<file path="src/rtl/div_ctrl_pkg.sv">
// Shared encoding for the divider controller: operand width and the 3-bit FSM states.
package div_ctrl_pkg;

   localparam int unsigned DIV_W = 32;

   typedef enum logic [2:0] {
      ST_IDLE  = 3'd0,
      ST_SEND  = 3'd1,
      ST_WAIT  = 3'd2,
      ST_DRAIN = 3'd3,
      ST_DONE  = 3'd4
   } state_e;

endpackage

</file>
<file path="src/rtl/div_sign_fix.sv">
// Conditional two's-complement negation of N independent lanes; used to form
// operand magnitudes and to restore the sign of the quotient and remainder.
module div_sign_fix #(
   parameter int unsigned W = 32,
   parameter int unsigned N = 1
) (
   input  logic [N-1:0][W-1:0] val_i,
   input  logic [N-1:0]        neg_i,
   output logic [N-1:0][W-1:0] val_o
);

   for (genvar i = 0; i < N; i++) begin : g_lane
      assign val_o[i] = neg_i[i] ? -val_i[i] : val_i[i];
   end

endmodule

</file>
<file path="src/rtl/div_ctrl.sv">
// Sequences one DIV/DIVU through an unsigned AXI-stream divider: sends operand
// magnitudes, sign-fixes the result, and drains in-flight work on cancel.
module div_ctrl
   import div_ctrl_pkg::*;
(
   input  logic               clk,
   input  logic               reset,
   input  logic               req_valid,
   input  logic               req_signed,
   input  logic [DIV_W-1:0]   req_src1,
   input  logic [DIV_W-1:0]   req_src2,
   output logic               req_ready,
   input  logic               cancel,
   input  logic               res_ack,
   output logic               res_valid,
   output logic [DIV_W-1:0]   res_quot,
   output logic [DIV_W-1:0]   res_rem,
   output logic               busy,
   output logic               dividend_tvalid,
   input  logic               dividend_tready,
   output logic [DIV_W-1:0]   dividend_tdata,
   output logic               divisor_tvalid,
   input  logic               divisor_tready,
   output logic [DIV_W-1:0]   divisor_tdata,
   input  logic               dout_tvalid,
   input  logic [2*DIV_W-1:0] dout_tdata
);

   state_e                  state_q;
   logic [DIV_W-1:0]        dvd_q, dvs_q, quot_q, rem_q;
   logic                    signed_q, sign_dvd_q, sign_dvs_q;
   logic                    sent_dvd_q, sent_dvs_q, cancel_q;
   logic                    sent_dvd_d, sent_dvs_d, cancel_d;
   logic [1:0][DIV_W-1:0]   op_raw, op_mag;
   logic [1:0]              op_neg;
   logic [DIV_W-1:0]        quot_fix, rem_fix;

   assign op_raw = {req_src1, req_src2};
   assign op_neg = {req_signed & req_src1[DIV_W-1], req_signed & req_src2[DIV_W-1]};

   div_sign_fix #(.W(DIV_W), .N(2)) u_op_fix (
      .val_i (op_raw),
      .neg_i (op_neg),
      .val_o (op_mag)
   );

   div_sign_fix #(.W(DIV_W), .N(1)) u_quot_fix (
      .val_i (dout_tdata[2*DIV_W-1:DIV_W]),
      .neg_i (signed_q & (sign_dvd_q ^ sign_dvs_q)),
      .val_o (quot_fix)
   );

   div_sign_fix #(.W(DIV_W), .N(1)) u_rem_fix (
      .val_i (dout_tdata[DIV_W-1:0]),
      .neg_i (signed_q & sign_dvd_q),
      .val_o (rem_fix)
   );

   // tvalid is a pure function of registered state, so it cannot drop before acceptance.
   assign dividend_tvalid = (state_q == ST_SEND) && !sent_dvd_q;
   assign divisor_tvalid  = (state_q == ST_SEND) && !sent_dvs_q;
   assign dividend_tdata  = dvd_q;
   assign divisor_tdata   = dvs_q;

   assign sent_dvd_d = sent_dvd_q | (dividend_tvalid & dividend_tready);
   assign sent_dvs_d = sent_dvs_q | (divisor_tvalid & divisor_tready);
   assign cancel_d   = cancel_q | cancel;

   assign req_ready = (state_q == ST_IDLE);
   assign busy      = (state_q != ST_IDLE);
   assign res_valid = (state_q == ST_DONE);
   assign res_quot  = quot_q;
   assign res_rem   = rem_q;

   // NOTE: every register here uses <= so all updates commit together at the edge.
   always_ff @(posedge clk or posedge reset) begin
      if (reset) begin
         state_q    <= ST_IDLE;
         dvd_q      <= '0;
         dvs_q      <= '0;
         quot_q     <= '0;
         rem_q      <= '0;
         signed_q   <= 1'b0;
         sign_dvd_q <= 1'b0;
         sign_dvs_q <= 1'b0;
         sent_dvd_q <= 1'b0;
         sent_dvs_q <= 1'b0;
         cancel_q   <= 1'b0;
      end else begin
         unique case (state_q)
            ST_IDLE: begin
               if (req_valid && !cancel) begin
                  dvd_q      <= op_mag[1];
                  dvs_q      <= op_mag[0];
                  signed_q   <= req_signed;
                  sign_dvd_q <= req_src1[DIV_W-1];
                  sign_dvs_q <= req_src2[DIV_W-1];
                  sent_dvd_q <= 1'b0;
                  sent_dvs_q <= 1'b0;
                  cancel_q   <= 1'b0;
                  state_q    <= ST_SEND;
               end
            end
            ST_SEND: begin
               sent_dvd_q <= sent_dvd_d;
               sent_dvs_q <= sent_dvs_d;
               cancel_q   <= cancel_d;
               if (sent_dvd_d && sent_dvs_d) begin
                  state_q <= cancel_d ? ST_DRAIN : ST_WAIT;
               end
            end
            ST_WAIT: begin
               if (cancel) begin
                  // A result arriving with the cancel is simply dropped; nothing is left in flight.
                  state_q <= dout_tvalid ? ST_IDLE : ST_DRAIN;
               end else if (dout_tvalid) begin
                  quot_q  <= quot_fix;
                  rem_q   <= rem_fix;
                  state_q <= ST_DONE;
               end
            end
            ST_DRAIN: begin
               if (dout_tvalid) begin
                  state_q <= ST_IDLE;
               end
            end
            ST_DONE: begin
               if (res_ack || cancel) begin
                  state_q <= ST_IDLE;
               end
            end
            default: state_q <= ST_IDLE;
         endcase
      end
   end

endmodule
</file>
<file path="config.mk">
export PLATFORM = sky130hd
export DESIGN_NAME = div_ctrl
export DESIGN_NICKNAME = d
export VERILOG_FILES = /design/src/rtl/div_ctrl_pkg.sv /design/src/rtl/div_sign_fix.sv /design/src/rtl/div_ctrl.sv
export SDC_FILE = /design/constraint.sdc
export NUM_CORES = 1
export LEC_CHECK = 0
export BUFFER_PORTS_ARGS = -buffer_cell sky130_fd_sc_hd__buf_2
export CAP_MARGIN = 0
export CORE_MARGIN = 2
export CORE_UTILIZATION = 50
export DETAILED_ROUTE_END_ITERATION = 10
export HOLD_SLACK_MARGIN = 0.05
export PLACE_DENSITY_LB_ADDON = 0.05
export SKIP_LAST_GASP = 1
export SLEW_MARGIN = 40
export SYNTH_ARGS = -nofsm -noshare
export SYNTH_HDL_FRONTEND = slang
export SYNTH_SLANG_ARGS = --single-unit
export TNS_END_PERCENT = 20
</file>
<file path="constraint.sdc">
create_clock -name clk -period 6.1 [get_ports clk]
set_input_delay 1.22 -clock clk [delete_from_list [all_inputs] [get_ports clk]]
set_output_delay 1.22 -clock clk [all_outputs]
set_load 0.1 [all_outputs]
</file>
After elaboration in Yosys (flattened, before gate mapping) --
Index checks and enable logic that the tools add are counted.
Operators by class: bitwise operators 11, muxes and demuxes 17, order comparisons 0, div/mod/pow operators 0, eq/ne operators 9, $mul 0, reduce and logical (&&, ||, !) cells 15, add/sub/neg operators 4, shift-type cells 0
Operators by type and width (number):
- $mux 32 | 4
- $neg 32->32 | 4
- $mux 3 | 6
- $pmux 3 s5 | 1
- $and 1x1->1 | 6
- $eq 3x2->1 const B | 2
- $ne 2x1->1 const B | 3
- $pmux 1 s2 | 3
- $reduce_and 5->1 | 1
- $logic_and 1x1->1 | 4
- $reduce_and 2->1 | 2
- $eq 3x1->1 const B | 1
- $eq 3x3->1 const B | 1
- $logic_not 1->1 | 3
- $logic_not 3->1 | 1
- $ne 3x3->1 const B | 1
- $or 1x1->1 | 3
- $reduce_and 3->1 | 1
- $reduce_bool 3->1 | 1
- $mux 1 | 2
- $mux 2 | 1
- $ne 2x2->1 const B | 1
- $reduce_bool 2->1 | 1
- $logic_or 1x1->1 | 1
- 2 further kinds | 2
Word-level totals: bits in latches 0, bits in writable memories 0, memory bits (read-only) 0, register bits after elaboration 137, output and inout bits 133, memories 0

Depth between registers and ports, before layout --
Gate-level depths: netlist (run 1).
depth after elaboration 7, mapped depth 8, gate-level depth less buffers 7

Hierarchy --
A second synthesis (run 1) with hierarchy kept.
Unflattened totals: cell total of the unflattened synthesis 736, area, all modules 8200.4 um^2
By module, submodules not included:
- div_ctrl | area an instance 5267.6 um^2, seq. area each 3428.3 um^2, times used 1, cells an instance 322
- div_sign_fix at u_quot_fix ... | area an instance 767.0 um^2, seq. area each 0.0 um^2, times used 2, cells an instance 108
- div_sign_fix at u_op_fix | area an instance 1398.8 um^2, seq. area each 0.0 um^2, times used 1, cells an instance 198

Least setup slack after synthesis (run 1) --
Ideal clock, no wire load.
path type register -> output, from register state_q[1], to output port res_valid, path slack 2134 ps, required time 4880 ps, path buffers 1, arrival 2746 ps, cell stages (with the launch flop) 3, cell sequence dfrtp_1 > buf_2 > nor3b_1
On the way: cells in the longest elaborated chain, start to end 1
RTL lines:
- from (decl) | line div_ctrl.sv:29 | state_e state_q;
- from (signal assigned) | line div_ctrl.sv:109 | state_q <= cancel_d ? ST_DRAIN : ST_WAIT;
- from (signal assigned) | line div_ctrl.sv:115 | state_q <= dout_tvalid ? ST_IDLE : ST_DRAIN;
- $eq 3x3->1 | line div_ctrl.sv:71 | assign res_valid = (state_q == ST_DONE);
- to (decl) | line div_ctrl.sv:15 | output logic res_valid,
No other way between the ends.

Worst setup path in the final report (run 1) --
from register state_q[1], to output port divisor_tvalid
On the way: cells in the longest elaborated chain, start to end 2
RTL lines:
- $eq 3x1->1 | line div_ctrl.sv:61 | assign divisor_tvalid = (state_q == ST_SEND) && !sent_dvs_q;
- $logic_and 1x1->1 | line div_ctrl.sv:61
- to (decl) | line div_ctrl.sv:22 | output logic divisor_tvalid,
No other way between the ends.

==> flow_summary_export.csv, run 1 <==
group,metric,value,unit
cells_and_area,nets,1284,
clock_network,clock_sink_count,137,
setup_path,worstPathRequired,4.88,ns
logic_synthesis,synthAdderAreaFrac,0.633,%
clock_network,postCtsSetupBuffers,0,
route,antenna_left,0,
route,drt-initial-drc-count,408,
clock_network,tritoncts,"built",
global_routing,first_global_vias,6877,
sta,period_minus_slack,3.22,ns
sta,rsz0062_at_grt,"no",
placed_design,place.port_buffers,269,
sta,fin_crit_sh,52.7,%
logic_synthesis,async_flop_share,100,%
logic_synthesis,syn_avg_cell_area,8.83,um2
sta,worst_slew_pin_slew,0.800,ns
logic_synthesis,post_synth_num_cell_types,61,
placed_design,place.gp.congestion,0.796,
setup_path,crit_path_start_kind,"flip-flop",
cells_and_area,layout-drive-gt1-share,28.0,%
logic_synthesis,synth_top_family_by_area,"simple AND/OR/NAND/NOR gates",
setup_path,cp-end-kind,"primary output",
sta,setup_viol_count_final,0,
global_routing,grt_max_degree,121,
clock_network,ctsHoldBuffers,0,
clock_network,post_cts_resized,0,
route,viasPerCell,5.34,
hold_path,whs_path_depth,2,
logic_synthesis,synth_compound_area_share,19.0,%
outcome,status,"finished clean",
clock_network,clk_latency,0.42,ns
sta,hold_viol_final,0,
logic_synthesis,synth-simple-area-share,21.3,%
floorplan,initial_utilization,51.7,%
logic_synthesis,synth.mux.area_fraction,0,%
global_routing,grt-ovfl-total,0,
sta,tns,0,ns
route,num_vias,7315,
floorplan,die_y,130,um
sta,max_freq,311,MHz
run,max_cap_viol_count,0,
logic_synthesis,synth_seq_area_share,43.3,%
sta,slew_headroom,46.5,%
global_routing,grt_antenna_before_repair,2,
route,wl_per_cell,15.4,um
route,wirelength,21.1,mm
logic_synthesis,synth_ff_type,"dfrtp_1",
placed_design,place_hpwl,15.4,mm
setup_path,r2r_cells,5,
logic_synthesis,synth_area,7910,um2
sta,fin_worst_skew,0.00902,ns
logic_synthesis,ys_ff_latch,137,
clock_network,cts_buffers,17,
logic_synthesis,yosys.area_share.xor_xnor,12.2,%
floorplan,ios,270,
setup_path,reg2reg_from,"state_q[0]",
setup_path,worstSetupPathType,"flip-flop to primary output",
setup_path,ff2ff_setup_slack,3.62,ns
global_routing,grt_pass1_wl,33.5,mm
hold_path,hold_path_class,"flip-flop to flip-flop",
route,route.detailed.drc,0,
logic_synthesis,synth_nets,1037,
floorplan,core-area,15300,um2
clock_network,cts_max_level,4,
clock_network,path_clk_slew,0.06,ns
clock_network,cts_buffer_depth,2,
setup_path,path_max_fanout,12,
setup_path,crit_arrival,2.00,ns
sta,drv_slew,0,
route,drtPass1Iterations,5,
hold_path,hold_end,"divisor_tdata[5]",
clock_network,cts_root_buf,"clkbuf_16",
logic_synthesis,synth_edf_count,0,
floorplan,die_w,130,um
logic_synthesis,syn_inst,896,
setup_path,reg2reg_to,"res_quot[30]",
hold_path,hold_start,"divisor_tdata[5]",
cells_and_area,syn_to_final_growth,26.5,%
floorplan,dieArea,16800,um2
global_routing,grt_use_total,25.0,%
floorplan,rows,45,
logic_synthesis,yosysWarnings,0,
Yosys cell counts, types with 13 or more instances:
master | count | area [um2]
nand2_1 | 150 | 563
xor2_1 | 61 | 534
a21oi_1 | 23 | 115
inv_1 | 24 | 90.1
nor3_1 | 24 | 120
o21ai_0 | 123 | 616
nand3_1 | 13 | 65.1
or3_1 | 13 | 81.3
clkbuf_1 | 33 | 124
nor2_1 | 54 | 203
dfrtp_1 | 137 | 3430
nor4_1 | 13 | 81.3
xnor2_1 | 49 | 429
a31oi_1 | 18 | 113
o41ai_1 | 18 | 158
o31ai_1 | 22 | 165
state kept, by name (all words and copies together), names as in the netlist:
| signal | cells |
|---|---|
| res_rem | 32 |
| cancel_q | 1 |
| sign_dvs_q | 1 |
| sent_dvd_q | 1 |
| sign_dvd_q | 1 |
| state_q | 3 |
| sent_dvs_q | 1 |
| divisor_tdata | 32 |
| res_quot | 32 |
| signed_q | 1 |
| dividend_tdata | 32 |
cells by family (layout without fill, tap and decap cells):
family                   count (synthesis)  in the layout
AND/OR/NAND/NOR                        332            332
AO/OA/AOI/OAI                          243            243
flip-flops                             137            137
XOR/XNOR                               110            110
buffers and inverters                   70            329
adder cells (fa/ha/maj)                  4              4
other                                    0              3
how the worst max path moves through the flow:
stage / depth (start not counted) / from / to
floorplan: 1 / reset / cancel_q
global placement: 6 / cancel / dividend_tdata[28]
detailed placement: 8 / req_src2[0] / divisor_tdata[26]
CTS: 3 / state_q[1] / divisor_tvalid
global route: 3 / state_q[1] / dividend_tvalid
finish: 3 / state_q[1] / divisor_tvalid
routing by layer:
layer / vias up / routed length [um] / GRT usage (%)
li1: 3726 / - / -
met1: 3344 / 9250 / 32.7
met2: 222 / 9990 / 40.3
met3: 23 / 1500 / 6.77
met4: 0 / 314 / 8.60
met5: - / 0 / 0
placed cells by master, fill, tap and decap left out, types with 5 or more instances in the layout:
cell and count:
buf_2 269, nand2_1 149, dfrtp_1 137, o21ai_0 123, xor2_1 61, nor2_1 54, xnor2_1 49, nor3_1 24
a21oi_1 23, inv_1 23, o31ai_1 22, a31oi_1 18, o41ai_1 18, clkbuf_16 17, nor4_1 13, or3_1 13
nand3_1 13, nand4_1 11, nor3b_1 8, or4_1 6, nand2b_1 6, a211o_1 5, o311ai_0 5, clkinv_2 5
worst max-delay path, stage by stage (launching register included):
cell,delay [ns]
dfrtp_1,0.50
or3b_2,0.52
nor2_1,0.11
buf_2,0.44
final cells by class:
| type | count | area [um2] |
|---|---|---|
| fill | 1383 | 5300 |
| inverter | 24 | 97.6 |
| antenna | 3 | 7.51 |
| multi-input combinational | 689 | 4210 |
| timing repair buffer | 274 | 1410 |
| clock inverter | 9 | 123 |
| tap | 211 | 264 |
| sequential | 137 | 3430 |
| clock buffer | 22 | 464 |
metrics by stage:
| stage | hold slack, ns | cell area [um2] | std cells | util [%] | worst slack (ns) |
|---|---|---|---|---|---|
| finish | 0.472 | 10000 | 1369 | 65.4 | 2.88 |
| global route | 0.494 | 10000 | 1367 | 65.3 | 2.83 |
| CTS | 0.478 | 10000 | 1366 | 65.3 | 2.87 |
| detailed placement | 0.465 | 9410 | 1335 | 61.5 | 2.72 |
| global placement | 0.456 | 9360 | 1333 | 61.1 | 2.76 |
| floorplan | 0.463 | 7910 | 896 | - | 1.21 |
Power of run 1 is left out: the tool's default activity adds up to more than one toggle a clock period on the data nets, which glitch-free logic cannot reach.
==> inputs of run 2 (changes only) <==
==> constraint.sdc (replaced) <==
create_clock -name clk -period 3 [get_ports clk]
set_input_delay 0.6 -clock clk [delete_from_list [all_inputs] [get_ports clk]]
set_output_delay 0.6 -clock clk [all_outputs]
set_load 0.1 [all_outputs]
==> run 2 against run 1 <==
Clock-buffer cell count decreased by 4. Flip-flop and latch count unchanged. Critical path type unchanged. Core utilization increased by 1.0 points. Register-to-register slack got worse by 2.9 ns. Final cell count increased by 0.88%. Via count increased by 1.3%. Design area increased by 1.6%.
==> flow_summary_export.csv, run 2 (same netlist as run 1, synthesis figures left out) <==
group,metric,value,unit
setup_path,worstSetupPathType,"flip-flop to primary output",
clock_network,path_clk_slew,0.06,ns
cells_and_area,layout_commonest_cell,"buf_2",
global_routing,grt_antenna_before_repair,1,
floorplan,die_w,130,um
placed_design,placed_cells,1350,
global_routing,grt_max_degree,95,
cells_and_area,antenna_cells,0,
sta,holdWs,0.221,ns
clock_network,cts_max_level,4,
route,drtPass1Iterations,5,
sta,max_freq,393,MHz
sta,fin_worst_skew,0.0142,ns
sta,tns,0,ns
global_routing,grt_pass1_wl,33.5,mm
clock_network,clock_sink_count,137,
clock_network,ctsHoldBuffers,0,
cells_and_area,fillers,1356,
route,num_vias,7413,
clock_network,cts_root_buf,"clkbuf_16",
route,wirelength,21.0,mm
floorplan,initial_utilization,51.7,%
global_routing,first_global_vias,6795,
cells_and_area,layout-drive-gt1-share,28.9,%
route,antenna_left,0,
clock_network,cts_buffers,17,
hold_path,hold_path_class,"primary input to asynchronous set/reset pin",
setup_path,worstPathRequired,2.40,ns
outcome,status,"finished clean",
clock_network,postCtsSetupBuffers,0,
cells_and_area,utilization,66.4,%
cells_and_area,seq_area,3430,um2
floorplan,die_y,130,um
route,route.detailed.drc,0,
cells_and_area,syn_to_final_growth,28.5,%
sta,rsz0062_at_grt,"no",
setup_path,crit_path_start_kind,"flip-flop",
cells_and_area,multiInputGateArea,4210,um2
floorplan,core-area,15300,um2
clock_network,clk_latency,0.42,ns
placed_design,place.gp.congestion,0.819,
placed_design,place.port_buffers,269,
floorplan,ios,270,
global_routing,grt-ovfl-total,0,
setup_path,path_max_fanout,12,
placed_design,place_hpwl,15.9,mm
route,wl_per_cell,15.2,um
run,max_cap_viol_count,0,
sta,slew_headroom,53.4,%
sta,drv_slew,0,
clock_network,cts_buffer_depth,2,
clock_network,tritoncts,"built",
sta,worst_slew_pin_slew,0.699,ns
route,drt-initial-drc-count,353,
sta,fin_crit_sh,84.9,%
cells_and_area,layout_common_cells,"buf_2 (269), nand2_1 (150), dfrtp_1 (137)",
floorplan,dieArea,16800,um2
sta,setup_viol_count_final,0,
setup_path,crit_arrival,1.95,ns
sta,period_minus_slack,2.55,ns
sta,hold_viol_final,0,
route,viasPerCell,5.37,
cells_and_area,fin_cells,1381,
setup_path,cp-end-kind,"primary output",
clock_network,post_cts_resized,0,
cells_and_area,nets,1299,
floorplan,rows,45,
global_routing,grt_use_total,24.9,%
[run 2: cell count changes in the layout (fill, tap and decap cells not counted), sizes merged]
cell,change
diode,-3
buf,+15
clkinvlp,+3
bufinv,+3
clkinv,-1
clkbuf,-4
inv,-1
[run 2: metal layers]
| layer | global-route usage [%] | routed length [um] |
|---|---|---|
| met3 | 7.54 | 1530 |
| met4 | 6.26 | 248 |
| met2 | 40.7 | 10100 |
| met5 | 0 | 13 |
| met1 | 32.6 | 9110 |
[run 2: final cells by class]
class,count,share of cell area [%]
multi-input combinational,689,41.4
clock buffer,18,4.22
tap,211,2.60
timing repair buffer,289,15.0
clock inverter,13,2.23
inverter,24,0.923
sequential,137,33.7
[run 2: per-stage QoR]
| step | cell area (um2) | setup slack, ns |
|---|---|---|
| floorplan | 7920 | -0.346 |
| global placement | 9510 | 0.463 |
| detailed placement | 9510 | 0.438 |
| CTS | 10200 | 0.424 |
| global route | 10200 | 0.361 |
| finish | 10200 | 0.454 |
[run 2: worst paths after layout]
kind,slack (ns),cells past startpoint,to,startpoint
worst max-delay path,0.45,3,divisor_tvalid,state_q[1]
worst min-delay path,0.22,2,res_quot[30],reset
worst max register to register,0.69,5,dividend_tdata[29],state_q[1]
worst min register to register,0.47,2,res_rem[28],res_rem[28]
max in group asynchronous,1.98,3,res_quot[7],reset
min in group clk,0.44,2,state_q[1],dout_tvalid
[run 2: worst max-delay path: stages, from the launching register on]
cell and delay [ns]:
dfrtp_1 0.48, or3b_2 0.52, nor2_1 0.10, buf_2 0.44
Power of run 2 is left out for the same reason.
==> inputs of run 3 (changes only) <==
--- a/config.mk
+++ b/config.mk
@@ -8,7 +8,7 @@
 export BUFFER_PORTS_ARGS = -buffer_cell sky130_fd_sc_hd__buf_2
 export CAP_MARGIN = 0
 export CORE_MARGIN = 2
-export CORE_UTILIZATION = 50
+export CORE_UTILIZATION = 46
 export DETAILED_ROUTE_END_ITERATION = 10
 export HOLD_SLACK_MARGIN = 0.05
 export PLACE_DENSITY_LB_ADDON = 0.05
==> constraint.sdc (replaced) <==
create_clock -name clk -period 2.3 [get_ports clk]
set_input_delay 0.46 -clock clk [delete_from_list [all_inputs] [get_ports clk]]
set_output_delay 0.46 -clock clk [all_outputs]
set_load 0.1 [all_outputs]
==> run 3 against run 2 <==
Flip-flop and latch count is the same. Die area grew 8.4%. Critical endpoint is now req_ready. Via count grew 1.8%.
==> flow_summary_export.csv, run 3 (same netlist as run 1, synthesis figures left out) <==
group,metric,value,unit
setup_path,endpoint,"req_ready",
sta,hold_viol_final,0,
sta,worst_slew_pin_slew,0.665,ns
route,num_vias,7545,
cells_and_area,layout_commonest_cell,"buf_2",
clock_network,clock_sink_count,137,
cells_and_area,multiInputGateArea,4220,um2
setup_path,crit_path_start_kind,"flip-flop",
setup_path,reg2reg_from,"state_q[0]",
sta,drv_slew,0,
floorplan,dieArea,18300,um2
clock_network,cts_buffer_depth,2,
clock_network,path_clk_slew,0.06,ns
global_routing,grt_antenna_before_repair,0,
setup_path,crit_arrival,1.77,ns
setup_path,cpPeakStageDelay,0.41,ns
cells_and_area,fillers,1551,
cells_and_area,layout-drive-gt1-share,31.1,%
route,wl_per_cell,15.2,um
floorplan,die_w,135,um
global_routing,first_global_vias,7129,
floorplan,die_y,135,um
clock_network,cts_max_level,4,
global_routing,grt_max_degree,95,
route,antenna_left,0,
sta,fin_worst_skew,0.0116,ns
cells_and_area,utilization,62.3,%
sta,tns,0,ns
floorplan,ios,270,
run,max_cap_viol_count,0,
setup_path,ff2ff_setup_slack,0.17,ns
outcome,status,"finished clean",
cells_and_area,seq_area,3430,um2
floorplan,core-area,16700,um2
setup_path,timing.critical_path.cells,"buf_4, or3_1, inv_1, buf_4",
setup_path,critPathLaunch,"state_q[0]",
floorplan,initial_utilization,47.4,%
setup_path,crit_path_frequent_cell,"buf_4",
placed_design,placed_cells,1391,
sta,setup_viol_count_final,0,
setup_path,reg2reg_to,"dividend_tdata[28]",
placed_design,placed_cell_area,9810,um2
cells_and_area,design_area,10400,um2
cells_and_area,layout_common_cells,"buf_2 (266), nand2_1 (150), dfrtp_1 (137)",
cells_and_area,fin_cells,1426,
placed_design,place_hpwl,16.6,mm
route,drt-initial-drc-count,356,
sta,period_minus_slack,2.23,ns
setup_path,crit_family,"buffers and inverters",
route,drtPass1Iterations,5,
cells_and_area,syn_to_final_growth,31.5,%
clock_network,cts_root_buf,"clkbuf_16",
setup_path,path_max_fanout,7,
floorplan,rows,47,
sta,slew_headroom,55.5,%
cells_and_area,nets,1333,
clock_network,cts_buffers,17,
sta,fin_crit_sh,96.8,%
sta,rsz0062_at_grt,"yes",
setup_path,worstSetupPathDepth,4,
placed_design,place.port_buffers,269,
global_routing,grt_use_total,23.8,%
clock_network,ctsHoldBuffers,0,
setup_path,cp-end-kind,"primary output",
sta,max_freq,449,MHz
global_routing,grt_pass1_wl,35.0,mm
setup_path,r2r_cells,5,
hold_path,hold_path_class,"primary input to asynchronous set/reset pin",
clock_network,tritoncts,"built",
route,route.detailed.drc,0,
placed_design,place.gp.congestion,0.858,
global_routing,grt-ovfl-total,0,
route,wirelength,21.7,mm
setup_path,worstSetupPathType,"flip-flop to primary output",
clock_network,clk_latency,0.42,ns
setup_path,crit_buf_inv,3,
route,viasPerCell,5.29,
setup_path,worstPathRequired,1.84,ns
setup_path,cp_slowest_cell,"dfrtp_1",
-- run 3: cell count changes in the layout (fill, tap and decap cells not counted), sizes merged --
| cell | change |
|---|---|
| buf | +34 |
| bufinv | -5 |
| clkinvlp | +4 |
| diode | +2 |
| clkbuf | +1 |
-- run 3: final cells by class --
class	count	area share (%)
clock buffer	19	4.35
tap	220	2.65
clock inverter	12	0.986
sequential	137	33.0
multi-input combinational	689	40.6
antenna	2	0.0481
inverter	24	0.902
timing repair buffer	323	17.5
-- run 3: timing repair --
action / in CTS / in global routing
resized for setup: 1 / 5
endpoints found under the setup margin: 3 / 2
buffers inserted: 0 / 2
-- run 3: stage by stage --
step	worst slack, ns	hold slack, ns
after floorplan	-0.906	0.463
after global placement	-0.0706	0.455
after detailed placement	-0.135	0.464
after CTS	-0.0412	0.140
after global routing	-0.0187	0.175
final	0.0743	0.133
-- run 3: how the worst min path moves through the flow --
stage                 startpoint                 to  slack, ns  depth (start not counted)
4_1_cts                    reset  divisor_tdata[10]       0.14                          2
3_3_place_gp         res_quot[6]        res_quot[6]       0.45                          2
5_1_grt                    reset  divisor_tdata[12]       0.17                          2
2_1_floorplan           cancel_q           cancel_q       0.46                          2
3_5_place_dp   divisor_tdata[13]  divisor_tdata[13]       0.46                          2
6_report                   reset  divisor_tdata[12]       0.13                          2
-- run 3: per-layer routing --
metal / share of wire, % / global-route usage (%) / up-vias
met4: 1.2 / 6.77 / 0
li1: - / - / 3812
met3: 7.6 / 6.51 / 23
met2: 47 / 38.7 / 222
met1: 45 / 31.4 / 3488
met5: 0 / 0 / -
Power of run 3 is left out for the same reason.
